[src/rtl/time_of_day_counter.sv]
// hh:mm:ss time-of-day counter: prescaled second tick, run/stop, validated load, 12/24-hour mode.
// Optional alarm comparator enabled by defining ALARM_EN.
module time_of_day_counter #(
  parameter int unsigned TICK_DIV = 50_000_000,
  parameter bit          HOUR_24  = 1'b1
) (
  input  logic       clk,
  input  logic       reset,
  input  logic       run,
  input  logic       set_valid,
  input  logic [4:0] set_hour,
  input  logic [6:0] set_min,
  input  logic [6:0] set_sec,
  input  logic       set_pm,
`ifdef ALARM_EN
  input  logic [4:0] alarm_hour,
  input  logic [6:0] alarm_min,
  input  logic       alarm_pm,
  input  logic       alarm_arm,
  output logic       alarm,
`endif
  output logic       set_ready,
  output logic       set_err,
  output logic [4:0] hour,
  output logic [6:0] cnt_minute,
  output logic [6:0] cnt_second,
  output logic       pm,
  output logic       new_day,
  output logic [2:0] state,
  output logic [2:0] nextState
);

  typedef enum logic [2:0] {
    ST_STOP = 3'd0,
    ST_RUN  = 3'd1,
    ST_LOAD = 3'd2
  } state_t;

  localparam int unsigned   PW        = $clog2(TICK_DIV);
  localparam logic [PW-1:0] PRE_LAST  = PW'(TICK_DIV - 1);
  localparam logic [4:0]    HOUR_RST  = HOUR_24 ? 5'd0 : 5'd12;

  state_t        state_q, state_d;
  logic [PW-1:0] pre_q, pre_d;
  logic [6:0]    sec_q, sec_d;
  logic [6:0]    min_q, min_d;
  logic [4:0]    hour_q, hour_d;
  logic          pm_q, pm_d;
  logic          new_day_q, new_day_d;
  logic          set_err_q, set_err_d;
  logic [6:0]    ld_sec_q, ld_sec_d;
  logic [6:0]    ld_min_q, ld_min_d;
  logic [4:0]    ld_hour_q, ld_hour_d;
  logic          ld_pm_q, ld_pm_d;

  logic set_ready_s;
  logic req_s;
  logic hour_ok_s;
  logic range_ok_s;
  logic accept_s;
  logic tick_s;

  // Handshake, range check and tick qualification; an accepted load swallows a coincident tick.
  always_comb begin
    set_ready_s = reset && (state_q != ST_LOAD);
    req_s       = set_valid && set_ready_s;
    if (HOUR_24) begin
      hour_ok_s = (set_hour <= 5'd23);
    end else begin
      hour_ok_s = (set_hour >= 5'd1) && (set_hour <= 5'd12);
    end
    range_ok_s = (set_sec <= 7'd59) && (set_min <= 7'd59) && hour_ok_s;
    accept_s   = req_s && range_ok_s;
    tick_s     = (state_q == ST_RUN) && run && (pre_q == PRE_LAST) && !accept_s;
    set_err_d  = req_s && !range_ok_s;
  end

  // Next-state logic.
  always_comb begin
    state_d = state_q;
    case (state_q)
      ST_STOP: begin
        if (accept_s) begin
          state_d = ST_LOAD;
        end else if (run) begin
          state_d = ST_RUN;
        end else begin
          state_d = ST_STOP;
        end
      end
      ST_RUN: begin
        if (accept_s) begin
          state_d = ST_LOAD;
        end else if (!run) begin
          state_d = ST_STOP;
        end else begin
          state_d = ST_RUN;
        end
      end
      ST_LOAD: begin
        if (run) begin
          state_d = ST_RUN;
        end else begin
          state_d = ST_STOP;
        end
      end
      default: state_d = ST_STOP;
    endcase
  end

  // Prescaler only advances while running; every other path returns it to zero.
  always_comb begin
    pre_d = '0;
    if ((state_q == ST_RUN) && run && !accept_s) begin
      if (pre_q == PRE_LAST) begin
        pre_d = '0;
      end else begin
        pre_d = pre_q + 1'b1;
      end
    end else begin
      pre_d = '0;
    end
  end

  // Load holding registers capture the request at acceptance; committed in LOAD.
  always_comb begin
    ld_sec_d  = ld_sec_q;
    ld_min_d  = ld_min_q;
    ld_hour_d = ld_hour_q;
    ld_pm_d   = ld_pm_q;
    if (accept_s) begin
      ld_sec_d  = set_sec;
      ld_min_d  = set_min;
      ld_hour_d = set_hour;
      ld_pm_d   = HOUR_24 ? 1'b0 : set_pm;
    end else begin
      ld_pm_d   = ld_pm_q;
    end
  end

  // Time arithmetic; in 12-hour mode midnight is 11 pm -> 12 am.
  always_comb begin
    sec_d     = sec_q;
    min_d     = min_q;
    hour_d    = hour_q;
    pm_d      = pm_q;
    new_day_d = 1'b0;
    if (state_q == ST_LOAD) begin
      sec_d  = ld_sec_q;
      min_d  = ld_min_q;
      hour_d = ld_hour_q;
      pm_d   = ld_pm_q;
    end else if (tick_s) begin
      if (sec_q == 7'd59) begin
        sec_d = 7'd0;
        if (min_q == 7'd59) begin
          min_d = 7'd0;
          if (HOUR_24) begin
            if (hour_q == 5'd23) begin
              hour_d    = 5'd0;
              new_day_d = 1'b1;
            end else begin
              hour_d = hour_q + 5'd1;
            end
          end else begin
            if (hour_q == 5'd12) begin
              hour_d = 5'd1;
            end else if (hour_q == 5'd11) begin
              hour_d    = 5'd12;
              pm_d      = ~pm_q;
              new_day_d = pm_q;
            end else begin
              hour_d = hour_q + 5'd1;
            end
          end
        end else begin
          min_d = min_q + 7'd1;
        end
      end else begin
        sec_d = sec_q + 7'd1;
      end
    end else begin
      new_day_d = 1'b0;
    end
  end

  always_ff @(posedge clk or negedge reset) begin
    if (!reset) begin
      state_q   <= ST_STOP;
      pre_q     <= '0;
      sec_q     <= 7'd0;
      min_q     <= 7'd0;
      hour_q    <= HOUR_RST;
      pm_q      <= 1'b0;
      new_day_q <= 1'b0;
      set_err_q <= 1'b0;
      ld_sec_q  <= 7'd0;
      ld_min_q  <= 7'd0;
      ld_hour_q <= 5'd0;
      ld_pm_q   <= 1'b0;
    end else begin
      state_q   <= state_d;
      pre_q     <= pre_d;
      sec_q     <= sec_d;
      min_q     <= min_d;
      hour_q    <= hour_d;
      pm_q      <= pm_d;
      new_day_q <= new_day_d;
      set_err_q <= set_err_d;
      ld_sec_q  <= ld_sec_d;
      ld_min_q  <= ld_min_d;
      ld_hour_q <= ld_hour_d;
      ld_pm_q   <= ld_pm_d;
    end
  end

`ifdef ALARM_EN
  logic alarm_q, alarm_d;

  // Alarm compares the post-tick time, so loads can never fire it.
  always_comb begin
    alarm_d = 1'b0;
    if (tick_s && alarm_arm && (hour_d == alarm_hour) && (min_d == alarm_min) &&
        (sec_d == 7'd0) && (HOUR_24 || (pm_d == alarm_pm))) begin
      alarm_d = 1'b1;
    end else begin
      alarm_d = 1'b0;
    end
  end

  always_ff @(posedge clk or negedge reset) begin
    if (!reset) begin
      alarm_q <= 1'b0;
    end else begin
      alarm_q <= alarm_d;
    end
  end

  assign alarm = alarm_q;
`endif

  assign set_ready  = set_ready_s;
  assign set_err    = set_err_q;
  assign hour       = hour_q;
  assign cnt_minute = min_q;
  assign cnt_second = sec_q;
  assign pm         = pm_q;
  assign new_day    = new_day_q;
  assign state      = state_q;
  assign nextState  = state_d;

endmodule
[config.mk]
export PLATFORM = sky130hd
export DESIGN_NAME = time_of_day_counter
export DESIGN_NICKNAME = d
export VERILOG_FILES = /design/src/rtl/time_of_day_counter.sv
export SDC_FILE = /design/constraint.sdc
export NUM_CORES = 1
export LEC_CHECK = 0
export ABC_AREA = 1
export CAP_MARGIN = 5
export CORE_UTILIZATION = 50
export DETAILED_ROUTE_END_ITERATION = 16
export PLACE_DENSITY = 0.74
export SYNTH_ARGS = -nofsm -noshare
export SYNTH_HDL_FRONTEND = slang
export SYNTH_SLANG_ARGS = --single-unit
[constraint.sdc]
create_clock -name clk -period 3 [get_ports clk]
set_input_delay 0.75 -clock clk [delete_from_list [all_inputs] [get_ports clk]]
set_output_delay 0.75 -clock clk [all_outputs]
set_load 0.01 [all_outputs]
==> results.md <==
* Placed Area at approximately 0.0045 mm^2
* Avg Synthesized Cell Area at 7.72 um^2
* Via density at approximately 5.2
* Post-synth EDFFs at 0
* Final HPWL DP at ~6600 um
* Synth Instances at between 500 and 600
* Drt total wl at a little over 9000 um
* MaxCap Viol Count at 0
* Floorplan row count at 31
* Cts hold-fix bufs at 0
* Largest net degree at the start of global routing at a little under 70
* Main combinational cell family by area after synthesis: simple AND/OR/NAND/NOR gates
* PwrDens at ~460 mW/mm^2
* Crit path time final at just under 3000 ps
* CTS tree: yes
* Residual DRC at 0
* RSZ-0062 raised after global routing: no
* Cell taking the most area after synthesis: dfrtp_1
* CTS H-tree lvls at 3
* DRT Pass-1 Iters at 5
* Cell mode on critical path: nor2_2
* Worst reg2reg path depth at 10
* Peak supply drop at between 0.2 and 0.3 mV
* Post-synth cell types at 37
* Placed cells at approximately 650
* Outcome: finished, final reports clean
* Reg-to-reg slack, setup at 990 ps
* Mux share of post-synthesis cell area at 0%
* Top_reg_cell synth: dfrtp_1
* Vias at 3,468
* Antenna Nets Post-Route at 0
* Critical path capture point type: output port
* Setup-failing EPs final at 0
* Final nets at between 500 and 600
* Final instance area at approximately 0.0047 mm^2
* IO buf count at 48
* CP required at 2250 ps
* Least-Margin Pin Slew at around 860 ps
* Clock buffer depth at 2
* Synth Warn # at 0
* Share of layout cells above drive strength 1 at 12.8%
* Ant. Diodes at 0
* Post-synthesis simple-gate area fraction at between 30% and 40%
* Max Clock Freq at 342 MHz
* Final Hold Fails at 0
* Area growth syn-to-layout at 21.4%
* Routed WL per cell at 14.0 um
* Clk_lat worst skew at 350 ps
* CP peak stage delay at 480 ps
* Fraction of registers with async set or reset after synthesis at 100%
* FILL cells at 653
* WHS at ~460 ps
* Worst path depth at 8
* Data arrival, critical path at roughly 2200 ps
* Post-synthesis compound-gate area fraction at 6.72%
* R2r startpoint: pre_q[0]
* Finished Core Util at ~64%
* Global placement routability congestion at between 0.9 and 1
* Post-synthesis sequential area ratio at between 40% and 50%
* Worst setup path end: nextState[0]
* CP max FO at 3
* Critical path's slowest cell: clkdlybuf4s50_1
* Number of max-slew violations in the final report at 0
* Synth Area in XOR/XNOR at about 5.2%
* Synth area leaders: dfrtp_1 (44%), nand2_1 (13%), nor2_1 (6.9%)
* GRT Residual Overflow at 0
* Crit path from: set_sec[5]
* Core area at ~0.0074 mm^2
* CTS clk-pin slew, worst paths at 70 ps
* Tcrit/Tclk final at ~100%
* Worst hold path class: register to register
* Dpl ws at -314 ps
* Starting Density at 52.6%
* Rel. slew slack at between 40% and 50%
* CTS Buf Count at 9
* Post-Layout Cell Count at between 600 and 700
* CP delay by family, top: buffers and inverters
* Top cell type's share of synthesized area at about 44%
* Root buf cell: clkbuf_8
* Die height at between 90 and 100 um
* Initial antenna violation count at 0
* Clk sinks at 68
* Clock skew at 4.85 ps
* Most frequent cells after synthesis: nand2_1 (131), nor2_1 (71), dfrtp_1 (68)
* Final WS setup at approximately 74 ps
* Adder-cell share of the synthesized area at between 1 and 1.5%
* Post_cts resized at 5
* Vias in the first global route at approximately 3,300
* Post-Syn Area at roughly 0.0039 mm^2
* DR iter-0 viols at around 250
* Top-count cell post-synth: nand2_1
* RR Endpoint: hour[3]
* Die width at roughly 90 um
* Die area at a little over 0.008 mm^2
* Startpoint types: input pin
* First-pass GRT wire length at about 16,000 um
* #FFs+latches synth at 68
* Critical path class: input pin to output port
* Io pins at 53
* Sequence of cells on the critical path: clkdlybuf4s50_1 > nand2_1 > nor2_1 > nor2_2 > nand3_2 > nor2_2 > a211oi_2 > dlygate4sd2_1
* Worst Path Buf+Inv at 2
* Lkg Pwr at 2.14 nW
* Number of post-CTS setup repair buffers at 0
* GRT Resource Usage Total at between 20% and 30%
-- layer usage --
layer  GRT usage, %  wire length, um  vias up
met5              0                0        -
met3           5.16              455       16
li1               -                -     1698
met1           34.6             4440     1638
met2           37.7             4320      116
met4           5.65               99        0
-- sequential cells by signal, indices dropped and copies added, names as in the netlist --
register	count
cnt_minute	7
cnt_second	7
hour	5
ld_hour_q	5
ld_min_q	7
ld_sec_q	7
new_day	1
pre_q	26
set_err	1
state	2
-- layout by cell type (no fill, tap or decap), types with 2 or more instances in the layout --
cell | synthesis | routed
a21oi_1 | 4 | 4
buf_4 | 5 | 8
bufinv_16 | 0 | 2
clkbuf_8 | 0 | 12
clkdlybuf4s50_1 | 0 | 45
conb_1 | 1 | 3
dfrtp_1 | 68 | 68
dlygate4sd2_1 | 0 | 2
ha_1 | 4 | 4
inv_1 | 50 | 50
inv_2 | 11 | 11
nand2_1 | 131 | 131
nand2_2 | 5 | 5
nand3_1 | 32 | 32
nand3_2 | 14 | 14
nand3b_1 | 2 | 2
nand4_1 | 7 | 7
nor2_1 | 71 | 69
nor2_2 | 4 | 6
nor3_1 | 12 | 12
nor3_2 | 2 | 2
o21ai_0 | 17 | 17
o21ai_1 | 10 | 10
o21ai_2 | 3 | 3
o22ai_1 | 9 | 9
xnor2_1 | 11 | 11
xor2_1 | 12 | 12
-- worst min path at each step --
stage	start	endpoint	slack, ps	depth (start not counted)
2_1_floorplan	pre_q[0]	pre_q[0]	430	1
3_3_place_gp	pre_q[0]	pre_q[0]	450	1
3_5_place_dp	pre_q[0]	pre_q[0]	450	1
4_1_cts	pre_q[0]	pre_q[0]	460	1
5_1_grt	pre_q[0]	pre_q[0]	510	1
6_report	pre_q[0]	pre_q[0]	460	1
-- metrics by stage --
step                      TNS, ps  power, mW
final                           0       2.17
after global routing            0       2.27
after CTS                       0       2.18
after detailed placement     -429       1.30
after global placement       -359       1.29
after floorplan                 0       1.18
-- layout make-up --
| cell class | count | area [um^2] | share of cell area, % |
|---|---|---|---|
| clock inverters | 3 | 67.6 | 1.44 |
| well taps | 99 | 124 | 2.63 |
| flip-flops and latches | 68 | 1700 | 36.2 |
| repair buffers | 57 | 553 | 11.8 |
| multi-input cells | 362 | 1860 | 39.5 |
| inverters | 61 | 229 | 4.87 |
| clock buffers | 13 | 169 | 3.59 |
-- kinds of logic (layout without fill, tap and decap cells) --
kind of cell             Yosys count  in the layout
XOR/XNOR                          23             23
adder cells (fa/ha/maj)            4              4
buffers and inverters             74            134
AO/OA/AOI/OAI                     46             46
AND/OR/NAND/NOR                  286            286
flip-flops                        68             68
other                              1              3
-- report_power, final --
part	switching [mW]	leakage, nW	internal, mW	total [mW]
sequential	0.0372	0.910	0.993	1.03
clock	0.357	0.116	0.537	0.894
combinational	0.137	1.11	0.113	0.250
total	0.531	2.14	1.64	2.17
No activity file was read; power rests on OpenSTA's default activity.
